<file path="src/rtl/rst_seq_pkg.sv">
// rtl/rst_seq_pkg.sv - shared state encoding and default parameters for the reset sequencer
package rst_seq_pkg;

  localparam int ST_W = 2;

  typedef enum logic [ST_W-1:0] {
    ST_ASSERT  = 2'd0,
    ST_RELEASE = 2'd1,
    ST_RUN     = 2'd2
  } seq_state_e;

  localparam int DEF_NUM_CH    = 4;
  localparam int DEF_CNT_W     = 16;
  localparam int DEF_HOLD_CYC  = 5000;
  localparam int DEF_STAGE_CYC = 8;
  localparam int DEF_WDOG_CYC  = 1024;

endpackage

</file>
<file path="src/rtl/rst_seq_wdog.sv">
// rtl/rst_seq_wdog.sv - readiness watchdog: counts not-ready cycles in RUN and requests a restart
module rst_seq_wdog #(
  parameter int CNT_W    = 16,
  parameter int WDOG_CYC = 1024,
  parameter int NUM_CH   = 4
) (
  input  logic              clk,
  input  logic              rst_n,
  input  logic              run,
  input  logic [NUM_CH-1:0] ch_rdy,
  output logic              restart
);

  localparam logic [CNT_W-1:0] WCNT_LAST = CNT_W'(WDOG_CYC - 1);

  logic [CNT_W-1:0] wcnt_q;
  logic             all_rdy;

  assign all_rdy = &ch_rdy;
  assign restart = run && !all_rdy && (wcnt_q == WCNT_LAST);

  // Count consecutive not-ready cycles while running; any ready cycle, leaving RUN or firing clears it
  always_ff @(posedge clk or negedge rst_n) begin
    if (!rst_n) begin
      wcnt_q <= '0;
    end else if (!run || all_rdy || restart) begin
      wcnt_q <= '0;
    end else begin
      wcnt_q <= wcnt_q + 1'b1;
    end
  end

endmodule

</file>
<file path="src/rtl/rst_seq_gen.sv">
// rtl/rst_seq_gen.sv - multi-channel reset sequencer; watchdog enabled by RST_SEQ_WDOG_EN
module rst_seq_gen
  import rst_seq_pkg::*;
#(
  parameter int NUM_CH    = DEF_NUM_CH,
  parameter int CNT_W     = DEF_CNT_W,
  parameter int HOLD_CYC  = DEF_HOLD_CYC,
  parameter int STAGE_CYC = DEF_STAGE_CYC,
  parameter int WDOG_CYC  = DEF_WDOG_CYC
) (
  input  logic              pbus_clk,
  input  logic              rst_sys_n,
  input  logic              sw_rst_req_i,
  input  logic [NUM_CH-1:0] ch_rdy_i,
  output logic [NUM_CH-1:0] rst_ch_n_o,
  output logic              seq_done_o,
  output logic              sw_rst_ack_o,
  output logic              wdog_trip_o
);

  localparam int IDX_W = (NUM_CH > 1) ? $clog2(NUM_CH) : 1;

  localparam logic [CNT_W-1:0] HOLD_LAST  = CNT_W'(HOLD_CYC - 1);
  localparam logic [CNT_W-1:0] STAGE_LAST = CNT_W'(STAGE_CYC - 1);
  localparam logic [IDX_W-1:0] LAST_IDX   = IDX_W'(NUM_CH - 1);
  localparam logic [IDX_W-1:0] FIRST_IDX  = IDX_W'(1);

  seq_state_e        state_q, state_d;
  logic [CNT_W-1:0]  cnt_q, cnt_d;
  logic [IDX_W-1:0]  idx_q, idx_d;
  logic [NUM_CH-1:0] ch_q, ch_d;
  logic              done_q, done_d;
  logic              ack_q, ack_d;
  logic              req_q;
  logic              wdog_restart;

`ifdef RST_SEQ_WDOG_EN
  logic trip_q;

  rst_seq_wdog #(
    .CNT_W    (CNT_W),
    .WDOG_CYC (WDOG_CYC),
    .NUM_CH   (NUM_CH)
  ) u_wdog (
    .clk     (pbus_clk),
    .rst_n   (rst_sys_n),
    .run     (state_q == ST_RUN),
    .ch_rdy  (ch_rdy_i),
    .restart (wdog_restart)
  );

  // Sticky trip flag: set by a watchdog restart, cleared only by a software request or system reset
  always_ff @(posedge pbus_clk or negedge rst_sys_n) begin
    if (!rst_sys_n) begin
      trip_q <= 1'b0;
    end else if (sw_rst_req_i) begin
      trip_q <= 1'b0;
    end else if (wdog_restart) begin
      trip_q <= 1'b1;
    end
  end

  assign wdog_trip_o = trip_q;
`else
  logic unused_ch_rdy;

  assign unused_ch_rdy = ^ch_rdy_i;
  assign wdog_restart  = 1'b0;
  assign wdog_trip_o   = 1'b0;
`endif

  // Sequencer state and registered outputs
  always_ff @(posedge pbus_clk or negedge rst_sys_n) begin
    if (!rst_sys_n) begin
      state_q <= ST_ASSERT;
      cnt_q   <= '0;
      idx_q   <= FIRST_IDX;
      ch_q    <= '0;
      done_q  <= 1'b0;
      ack_q   <= 1'b0;
      req_q   <= 1'b0;
    end else begin
      state_q <= state_d;
      cnt_q   <= cnt_d;
      idx_q   <= idx_d;
      ch_q    <= ch_d;
      done_q  <= done_d;
      ack_q   <= ack_d;
      req_q   <= sw_rst_req_i;
    end
  end

  // Next state: software request beats watchdog restart, which beats normal hold/release progression
  always_comb begin
    state_d = state_q;
    cnt_d   = cnt_q;
    idx_d   = idx_q;
    ch_d    = ch_q;
    done_d  = done_q;
    ack_d   = sw_rst_req_i & ~req_q;

    if (sw_rst_req_i || wdog_restart) begin
      state_d = ST_ASSERT;
      cnt_d   = '0;
      idx_d   = FIRST_IDX;
      ch_d    = '0;
      done_d  = 1'b0;
    end else begin
      case (state_q)
        ST_ASSERT: begin
          if (cnt_q == HOLD_LAST) begin
            ch_d[0] = 1'b1;
            cnt_d   = '0;
            if (NUM_CH == 1) begin
              done_d  = 1'b1;
              state_d = ST_RUN;
            end else begin
              state_d = ST_RELEASE;
            end
          end else begin
            cnt_d = cnt_q + 1'b1;
          end
        end
        ST_RELEASE: begin
          if (cnt_q == STAGE_LAST) begin
            ch_d[idx_q] = 1'b1;
            cnt_d       = '0;
            idx_d       = idx_q + 1'b1;
            if (idx_q == LAST_IDX) begin
              done_d  = 1'b1;
              state_d = ST_RUN;
            end
          end else begin
            cnt_d = cnt_q + 1'b1;
          end
        end
        default: begin
          state_d = ST_RUN;
        end
      endcase
    end
  end

  assign rst_ch_n_o   = ch_q;
  assign seq_done_o   = done_q;
  assign sw_rst_ack_o = ack_q;

endmodule

</file>
<file path="config.mk">
export PLATFORM = sky130hd
export DESIGN_NAME = rst_seq_gen
export DESIGN_NICKNAME = d
export VERILOG_FILES = /design/src/rtl/rst_seq_pkg.sv /design/src/rtl/rst_seq_wdog.sv /design/src/rtl/rst_seq_gen.sv
export SDC_FILE = /design/constraint.sdc
export NUM_CORES = 1
export LEC_CHECK = 0
export CORE_ASPECT_RATIO = 0.75
export CORE_MARGIN = 2
export CORE_UTILIZATION = 55
export CTS_CLUSTER_SIZE = 16
export DETAILED_ROUTE_END_ITERATION = 8
export PLACE_DENSITY = 0.79
export SYNTH_ARGS = -nofsm -noshare
export SYNTH_HDL_FRONTEND = slang
export SYNTH_SLANG_ARGS = --single-unit
</file>
<file path="constraint.sdc">
create_clock -name pbus_clk -period 3.7 [get_ports pbus_clk]
set_input_delay 0.555 -clock pbus_clk [delete_from_list [all_inputs] [get_ports pbus_clk]]
set_output_delay 0.555 -clock pbus_clk [all_outputs]
set_load 0.02 [all_outputs]
</file>
==> results.sh, run 1 <==
export IMPL_path_buf_inv=0
export IMPL_max_stage_delay_ns=0.57
export IMPL_grt_pass1_vias=1254
export IMPL_cts_sinks=27
export IMPL_yosys_warnings=0
export IMPL_cts_max_level=1
export IMPL_path_max_fanout=7
export IMPL_avgViaCountPerCell=6.35
export IMPL_fill_cells=228
export IMPL_timing_fmax_mhz=454
export IMPL_diodes=0
export IMPL_drive_gt1_share_pct=7.39
export IMPL_final_nets=189
export IMPL_synth_edf_count=0
export IMPL_grt_pass1_wl_mm=5.82
export IMPL_multi_input_area_um2=763
export IMPL_regArea_um2=677
export IMPL_io_pins=14
export IMPL_drcViolationCount=0
export IMPL_grt_max_degree=28
export IMPL_tritoncts="built"
export IMPL_ir_worst_vdd_uv=246
export IMPL_setup_violations_final=0
export IMPL_top_layer_used="met4"
export IMPL_die_w_um=64.8
export IMPL_cts_clk_slew_worst_paths_ns=0.09
export IMPL_antenna_left=0
export IMPL_cp_depth=4
export IMPL_required_ns=3.85
export IMPL_maxCapViolCount=0
export IMPL_syn2layout_area_growth_pct=9.35
export IMPL_cts_root_buf="clkbuf_8"
export IMPL_syn_nets=184
export IMPL_netlist_area_mm2=0.00153
export IMPL_dp_hpwl_mm=2.36
export IMPL_synth_top_area_cell="dfrtp_1"
export IMPL_yosys_cell_types_count=48
export IMPL_initial_utilization_pct=58.2
export IMPL_synthCells=172
export IMPL_cp_start_kind="register"
export IMPL_cts_setup_buffers=0
export IMPL_pre_cts_slack_ns=1.21
export IMPL_ys_ff_latch=27
export IMPL_cpMaxStageDelayCell="or4_4"
export IMPL_rsz0062_at_grt="no"
export IMPL_holdCritPathClass="register to register"
export IMPL_firstDrtPassIters=4
export IMPL_dr_wl_met2_mm=1.49
export IMPL_yosys_top_cells_area="dfrtp_1, nand2_1, ha_1"
export IMPL_ys_seq_area_share_pct=44.4
export IMPL_cp_end_kind="register"
export IMPL_synth_top_area_share_pct=42.7
export IMPL_cts_buffers=3
export IMPL_cts_max_path_buffers=2
export IMPL_total_leakage_power_nw=0.713
export IMPL_slew_limit_headroom_pct=60.9
export IMPL_worstMarginPinSlew_ns=0.582
export IMPL_wirelength_met1_mm=1.47
export IMPL_worstHoldStart="req_q"
export IMPL_clk_latency_ns=0.27
export IMPL_final_period_utilization_pct=59.5
export IMPL_outcome="completed"
export IMPL_postSynthAreaPerCell_um2=8.87
export IMPL_slew_violations=0
export IMPL_wl_met3_um=299
export IMPL_hold_buffers=0
export IMPL_r2r_end="cnt_q[3]"
export IMPL_clock_skew_ns=0.00334
export IMPL_crit_end="cnt_q[3]"
export IMPL_powerDensity_mw_per_mm2=299
export IMPL_antenna_found_initial=0
export IMPL_critPathTopFamily="simple AND/OR/NAND/NOR gates"
export IMPL_r2r_cells=4
export IMPL_avgRoutedWirePerCell_um=15.4
export IMPL_core_area_mm2=0.00262
export IMPL_die_area_mm2=0.00321
export IMPL_vias=1347
export IMPL_path_class="register to register"
export IMPL_synth_flop_cell="dfrtp_1"
export IMPL_path_cells="or4_4 -> nor4_2 -> a21o_1 -> o211ai_1"
export IMPL_cts_resized=0
export IMPL_whs_path_depth=1
export IMPL_drtIter0Drc=113
export IMPL_startpoint="cnt_q[11]"
export IMPL_grt_remaining_overflow=0
export IMPL_port_buffers=8
export IMPL_reg2reg_from="cnt_q[11]"
export IMPL_postLayoutSetupSlackWorst_ns=1.50
export IMPL_fin_tns_setup_ns=0
export IMPL_routed_wl_mm=3.27
export IMPL_fp_dieH_um=49.6
export IMPL_rows=16
export IMPL_period_needed_ns=2.20
export IMPL_ys_async_sr_fraction_pct=100
export IMPL_hold_viol_final=0
export IMPL_gp_congestion=0.896
export IMPL_critPathArrivalTime_ns=2.35
export IMPL_rrSetupSlack_ns=1.50
export IMPL_grt_total_usage_pct=23.2
synthesized netlist by cell type, types with 2 or more instances:
cell,n
dfrtp_1,26
nand2_1,19
inv_1,11
nor2_1,11
o21ai_0,11
nand3_1,10
a21oi_1,7
clkbuf_1,7
nor3_1,7
ha_1,5
nor4_1,5
or4_1,5
a31oi_1,4
nand4_1,3
o21ai_1,3
a211o_1,2
a22oi_1,2
and3_1,2
nand3b_1,2
o211ai_1,2
placed cells by master, fill, tap and decap left out, types with 2 or more instances in the layout:
cell type	count
nor3_1	7
o211ai_1	2
nor4_1	5
a31oi_1	4
a22oi_1	2
nand4_1	3
inv_1	11
or4_1	5
nand3b_1	2
nor2_1	11
o21ai_1	3
and3_1	2
ha_1	5
buf_4	2
clkbuf_8	3
dfrtp_1	26
nand3_1	10
nand2_1	19
a211o_1	2
clkdlybuf4s50_1	8
o21ai_0	11
a21oi_1	7
sequential cells by signal, indices dropped and copies added, names as in the netlist:
signal / cells
rst_ch_n_o: 4
cnt_q: 16
state_q: 2
sw_rst_ack_o: 1
seq_done_o: 1
idx_q: 2
req_q: 1
power breakdown:
group	switching, mW	internal (mW)	total, mW	leakage [nW]
Combinational	0.0214	0.0104	0.0318	0.322
Sequential	0.00377	0.300	0.303	0.366
Clock	0.0886	0.0754	0.164	0.0255
worst min path at each step:
stage                              end  slack [ns]
after global placement    sw_rst_ack_o        0.38
final                     sw_rst_ack_o        0.39
after floorplan               cnt_q[0]        0.26
after global routing      sw_rst_ack_o        0.44
after CTS                 sw_rst_ack_o        0.39
after detailed placement  sw_rst_ack_o        0.38
per-stage QoR:
| stage | cell area (um2) | hold WS, ns | total power, mW | util [%] | cells |
|---|---|---|---|---|---|
| after detailed placement | 1620 | 0.379 | 0.341 | 61.8 | 208 |
| final | 1670 | 0.391 | 0.499 | 63.6 | 212 |
| after CTS | 1670 | 0.391 | 0.504 | 63.6 | 212 |
| after floorplan | 1530 | 0.259 | 0.325 | - | 172 |
| after global routing | 1670 | 0.436 | 0.520 | 63.6 | 212 |
| after global placement | 1620 | 0.384 | 0.341 | 61.8 | 208 |
cells by family (layout without fill, tap and decap cells):
| kind of cell | Yosys count | count (layout) | synth area share, % |
|---|---|---|---|
| other cells | 1 | 1 | 0.246 |
| simple gates | 73 | 73 | 25.8 |
| mux | 2 | 2 | 1.39 |
| buf+inv | 21 | 25 | 5.58 |
| flops | 27 | 27 | 44.4 |
| xor+xnor | 1 | 1 | 0.574 |
| compound gates | 42 | 42 | 18.0 |
| fa+ha+maj | 5 | 5 | 4.10 |
area by class of cell:
class,count,area share [%]
tap,36,2.70
sequential,27,40.6
inverter,11,2.48
clock buffer,3,2.48
timing repair buffer,10,5.70
clock inverter,1,0.300
multi-input combinational,124,45.8
worst register-to-register path, stage by stage, from the launching register on:
cell and delay (ns):
dfrtp_1 0.45, or4_4 0.57, nor4_2 0.56, a21o_1 0.35, o211ai_1 0.15
per-layer routing:
layer	vias to the layer above	GRT usage [%]
met2	62	34.2
met5	-	0
met4	0	5.67
li1	635	-
met3	2	6.39
met1	648	33.8
(Power assumes the default switching activity.)
==> run 2: changes to the inputs <==
==> constraint.sdc (replaced) <==
create_clock -name pbus_clk -period 2.18 [get_ports pbus_clk]
set_input_delay 0.327 -clock pbus_clk [delete_from_list [all_inputs] [get_ports pbus_clk]]
set_output_delay 0.327 -clock pbus_clk [all_outputs]
set_load 0.02 [all_outputs]
==> run 2 against run 1 <==
Net effect:
- sequential cell count unchanged
- register-to-register slack worse by 1.3 ns
- clock power up 73%
- power up 72%
- sequential power up 70%
- combinational power up 80%
- critical path type unchanged
- hold slack better by 0.012 ns
- global-route usage up 0.23 points
- largest power group unchanged
==> results.sh, run 2 (same netlist as run 1, synthesis figures left out) <==
export IMPL_fp_dieH_um=49.6
export IMPL_critPathTopFamily="simple AND/OR/NAND/NOR gates"
export IMPL_path_class="register to register"
export IMPL_path_buf_inv=0
export IMPL_die_w_um=64.8
export IMPL_dp_hpwl_mm=2.53
export IMPL_antenna_left=0
export IMPL_cts_setup_buffers=0
export IMPL_cts_resized=0
export IMPL_fin_util_pct=66.3
export IMPL_r2r_cells=4
export IMPL_rsz0062_at_grt="no"
export IMPL_ir_worst_vdd_uv=375
export IMPL_regArea_um2=677
export IMPL_port_buffers=8
export IMPL_drcViolationCount=0
export IMPL_worstMarginPinSlew_ns=1.05
export IMPL_timing_fmax_mhz=496
export IMPL_holdCritPathClass="register to register"
export IMPL_startpoint="cnt_q[5]"
export IMPL_multi_input_area_um2=767
export IMPL_io_pins=14
export IMPL_hold_viol_final=0
export IMPL_setup_violations_final=0
export IMPL_die_area_mm2=0.00321
export IMPL_outcome="completed"
export IMPL_clock_skew_ns=0.00941
export IMPL_grt_pass1_wl_mm=5.87
export IMPL_final_cell_area_mm2=0.00174
export IMPL_final_period_utilization_pct=92.5
export IMPL_postLayoutSetupSlackWorst_ns=0.164
export IMPL_final_cell_mix="dfrtp_1, nand2_1"
export IMPL_total_leakage_power_nw=0.759
export IMPL_pwr_share_seq_pct=60.1
export IMPL_max_stage_delay_ns=0.56
export IMPL_cts_root_buf="clkbuf_8"
export IMPL_tritoncts="built"
export IMPL_syn2layout_area_growth_pct=13.9
export IMPL_cp_depth=4
export IMPL_fill_cells=222
export IMPL_powerDensity_mw_per_mm2=493
export IMPL_cts_max_path_buffers=2
export IMPL_cpMaxStageDelayCell="or4_4"
export IMPL_initial_utilization_pct=58.2
export IMPL_combPwrFrac_pct=6.7
export IMPL_firstDrtPassIters=5
export IMPL_grt_pass1_vias=1302
export IMPL_path_max_fanout=7
export IMPL_layout_commonest_cell="dfrtp_1"
export IMPL_slew_limit_headroom_pct=29.8
export IMPL_clk_latency_ns=0.27
export IMPL_diodes=0
export IMPL_final_nets=198
export IMPL_period_needed_ns=2.02
export IMPL_cts_buffers=3
export IMPL_cts_clk_slew_worst_paths_ns=0.10
export IMPL_fin_tns_setup_ns=0
export IMPL_dp_cells=217
export IMPL_rows=16
export IMPL_largest_reg_flops=16
export IMPL_holdWs_ns=0.403
export IMPL_hold_buffers=0
export IMPL_grt_max_degree=28
export IMPL_power_total_mw=0.856
export IMPL_grt_total_usage_pct=23.4
export IMPL_gp_congestion=0.917
export IMPL_internal_power_mw=0.659
export IMPL_dpl_cell_area_mm2=0.00169
export IMPL_slew_violations=0
export IMPL_pre_cts_slack_ns=0.103
export IMPL_antenna_found_initial=0
export IMPL_crit_end="cnt_q[0]"
export IMPL_cts_sinks=27
export IMPL_avgViaCountPerCell=6.22
export IMPL_switchingPower_mw=0.197
export IMPL_path_cells="or4_1 -> or4_4 -> o21ai_2 -> o21ai_0"
export IMPL_cp_end_kind="register"
export IMPL_cts_max_level=1
export IMPL_grt_remaining_overflow=0
export IMPL_switching_share_pct=23.0
export IMPL_avgRoutedWirePerCell_um=15.5
export IMPL_stdcell_count=221
export IMPL_drtIter0Drc=140
export IMPL_vias=1375
export IMPL_reg2reg_from="cnt_q[5]"
export IMPL_rrSetupSlack_ns=0.16
export IMPL_core_area_mm2=0.00262
export IMPL_top_register="cnt_q"
export IMPL_maxCapViolCount=0
export IMPL_routed_wl_mm=3.42
export IMPL_drive_gt1_share_pct=11.9
export IMPL_p_clk_share_pct=33.2
export IMPL_r2r_end="cnt_q[0]"
export IMPL_cp_start_kind="register"
export IMPL_critPathArrivalTime_ns=2.16
export IMPL_required_ns=2.33
[run 2: cell types whose count changed in the layout (fill, tap and decap cells not counted)]
cell,delta
buf_4,+9
clkbuf_1,+1
or4_1,-1
or4_4,+1
clkinv_2,-1
[run 2: power by group through the flow]
stage,clock [mW],combinational [mW],sequential (mW)
after floorplan,0,0.0251,0.527
after global placement,0,0.0567,0.524
after detailed placement,0,0.0571,0.525
after CTS,0.288,0.0573,0.515
after global routing,0.304,0.0641,0.516
final,0.284,0.0571,0.515
[run 2: worst min-delay path by stage]
| stage | from | end | slack [ns] | cells past startpoint |
|---|---|---|---|---|
| 4_1_cts | req_q | sw_rst_ack_o | 0.41 | 1 |
| 3_3_place_gp | req_q | sw_rst_ack_o | 0.38 | 1 |
| 6_report | req_q | sw_rst_ack_o | 0.40 | 1 |
| 3_5_place_dp | req_q | sw_rst_ack_o | 0.39 | 1 |
| 2_1_floorplan | rst_sys_n | cnt_q[0] | 0.03 | 0 |
| 5_1_grt | req_q | sw_rst_ack_o | 0.43 | 1 |
[run 2: metal layers]
metal | GRT usage [%] | vias up | part of all wire [%]
met4 | 6.38 | 0 | 0.82
li1 | - | 650 | -
met3 | 4.57 | 4 | 7.9
met5 | 0 | - | 0
met1 | 33.7 | 657 | 47
met2 | 36.3 | 64 | 44
[run 2: layout make-up]
type / count / area share (%)
inverters: 11 / 2.38
clock buffers: 4 / 2.59
flip-flops and latches: 27 / 38.9
repair buffers: 19 / 9.36
multi-input cells: 124 / 44.1
well taps: 36 / 2.59
==> run 3: changes to the inputs <==
--- a/config.mk
+++ b/config.mk
@@ -5,12 +5,13 @@
 export SDC_FILE = /design/constraint.sdc
 export NUM_CORES = 1
 export LEC_CHECK = 0
-export CORE_ASPECT_RATIO = 0.75
+export CORE_ASPECT_RATIO = 0.6
 export CORE_MARGIN = 2
 export CORE_UTILIZATION = 55
 export CTS_CLUSTER_SIZE = 16
 export DETAILED_ROUTE_END_ITERATION = 8
 export PLACE_DENSITY = 0.79
+export SLEW_MARGIN = 0
 export SYNTH_ARGS = -nofsm -noshare
 export SYNTH_HDL_FRONTEND = slang
 export SYNTH_SLANG_ARGS = --single-unit
==> run 3 against run 2 <==
Net effect:
- cell area increased by 1.0%
- hold slack improved by 0.0060 ns
- maximum frequency decreased by 1.6%
- clock power is essentially flat
- sequential share of layout area is 0.39 points lower
- power is 0.12% lower
- routed wire length increased by 5.6%
==> results.sh, run 3 (same netlist as run 1, synthesis figures left out) <==
export IMPL_final_cell_mix="dfrtp_1, nand2_1, buf_4"
export IMPL_rows=14
export IMPL_drive_gt1_share_pct=13.3
export IMPL_tritoncts="built"
export IMPL_cpMaxStageDelayCell="or4_1"
export IMPL_grt_pass1_wl_mm=6.09
export IMPL_diodes=0
export IMPL_cp_start_kind="register"
export IMPL_multi_input_area_um2=767
export IMPL_drtIter0Drc=207
export IMPL_final_nets=201
export IMPL_holdCritPathClass="register to register"
export IMPL_avgViaCountPerCell=6.44
export IMPL_period_needed_ns=2.05
export IMPL_cts_max_level=1
export IMPL_die_area_mm2=0.00322
export IMPL_dp_cells=216
export IMPL_grt_max_degree=28
export IMPL_fp_dieH_um=44.8
export IMPL_clock_skew_ns=0.00986
export IMPL_setup_violations_final=0
export IMPL_required_ns=2.38
export IMPL_cts_buffers=3
export IMPL_total_leakage_power_nw=0.775
export IMPL_path_class="register to register"
export IMPL_cts_setup_buffers=0
export IMPL_cts_root_buf="clkbuf_8"
export IMPL_core_area_mm2=0.00257
export IMPL_drcViolationCount=0
export IMPL_initial_utilization_pct=59.2
export IMPL_routed_wl_mm=3.62
export IMPL_rsz0062_at_grt="no"
export IMPL_slew_violations=0
export IMPL_power_total_mw=0.855
export IMPL_regArea_um2=677
export IMPL_dp_hpwl_mm=2.64
export IMPL_critPathArrivalTime_ns=2.25
export IMPL_final_period_utilization_pct=94.0
export IMPL_die_w_um=72.0
export IMPL_outcome="completed"
export IMPL_io_pins=14
export IMPL_avgRoutedWirePerCell_um=16.4
export IMPL_vias=1417
export IMPL_fill_cells=201
export IMPL_powerDensity_mw_per_mm2=487
export IMPL_slew_limit_headroom_pct=31.4
export IMPL_largest_reg_flops=16
export IMPL_port_buffers=8
export IMPL_timing_fmax_mhz=488
export IMPL_stdcell_count=220
export IMPL_worstMarginPinSlew_ns=1.03
export IMPL_antenna_left=0
export IMPL_ir_worst_vdd_uv=315
export IMPL_antenna_found_initial=0
export IMPL_cts_max_path_buffers=2
export IMPL_firstDrtPassIters=5
export IMPL_syn2layout_area_growth_pct=15.1
export IMPL_fin_tns_setup_ns=0
export IMPL_grt_remaining_overflow=0
export IMPL_max_stage_delay_ns=0.61
export IMPL_path_cells="ha_1 -> nand2_1 -> or4_1 -> or4_1 -> nand3_1"
export IMPL_hold_viol_final=0
export IMPL_cp_end_kind="register"
export IMPL_crit_path_frequent_cell="or4_1"
export IMPL_top_register="cnt_q"
export IMPL_path_max_fanout=6
export IMPL_cts_sinks=27
export IMPL_cts_clk_slew_worst_paths_ns=0.09
export IMPL_grt_pass1_vias=1271
export IMPL_clk_latency_ns=0.27
export IMPL_maxCapViolCount=0
export IMPL_gp_congestion=0.890
export IMPL_grt_total_usage_pct=24.9
export IMPL_layout_commonest_cell="dfrtp_1"
==> run 3: cell types whose count changed in the layout (fill, tap and decap cells not counted), sizes merged <==
cell,change
buf,+3
==> run 3: layer usage <==
layer,track usage (%),wire length (um),part of all wire [%],vias to the layer above
li1,-,-,-,659
met4,7.55,28,0.77,0
met3,5.80,310,8.6,7
met2,36.9,1580,44,75
met5,0,0,0,-
met1,36.6,1700,47,676
==> run 3: final timing paths <==
kind / from / end / slack [ns] / cells after the start
min in group asynchronous: rst_sys_n / cnt_q[11] / 0.42 / 2
max in group asynchronous: rst_sys_n / idx_q[0] / 1.46 / 2
setup / recovery: cnt_q[0] / cnt_q[14] / 0.13 / 5
setup reg to reg: cnt_q[0] / cnt_q[14] / 0.13 / 5
hold reg to reg: req_q / sw_rst_ack_o / 0.41 / 1
hold / removal: req_q / sw_rst_ack_o / 0.41 / 1
==> run 3: cell type report <==
| type | instances | area share, % |
|---|---|---|
| Multi-Input combinational cell | 124 | 43.7 |
| Sequential cell | 27 | 38.6 |
| Timing Repair Buffer | 22 | 10.5 |
| Clock buffer | 4 | 2.57 |
| Inverter | 11 | 2.35 |
| Tap cell | 32 | 2.28 |
==> run 3: report_power, final <==
group | switching (mW) | internal [mW]
Combinational | 0.0384 | 0.0207
Clock | 0.150 | 0.131
Sequential | 0.00638 | 0.509
Total | 0.195 | 0.660
==> run 3: stage by stage <==
step           instance area, um2  hold slack, ns  setup WS [ns]  utilization [%]
2_1_floorplan                1530          0.0314          0.220                -
3_3_place_gp                 1710           0.384         0.0576             66.3
3_5_place_dp                 1710           0.401         0.0327             66.3
4_1_cts                      1750           0.415         0.0614             68.0
5_1_grt                      1760           0.425         0.0668             68.2
6_report                     1760           0.409          0.131             68.2
==> run 3: critical path, delay by kind of cell, from the launching register on <==
family,cells,cell delay (ns)
adders and majority gates,1,0.28
and+or+nand+nor,4,1.32
DFF,1,0.39
==> run 3: timing repair <==
item | in CTS | in global routing
hold endpoints to repair | 0 | 0
setup endpoints to repair | 0 | 2
hold buffers | 0 | 0
gates resized for setup | 0 | 1
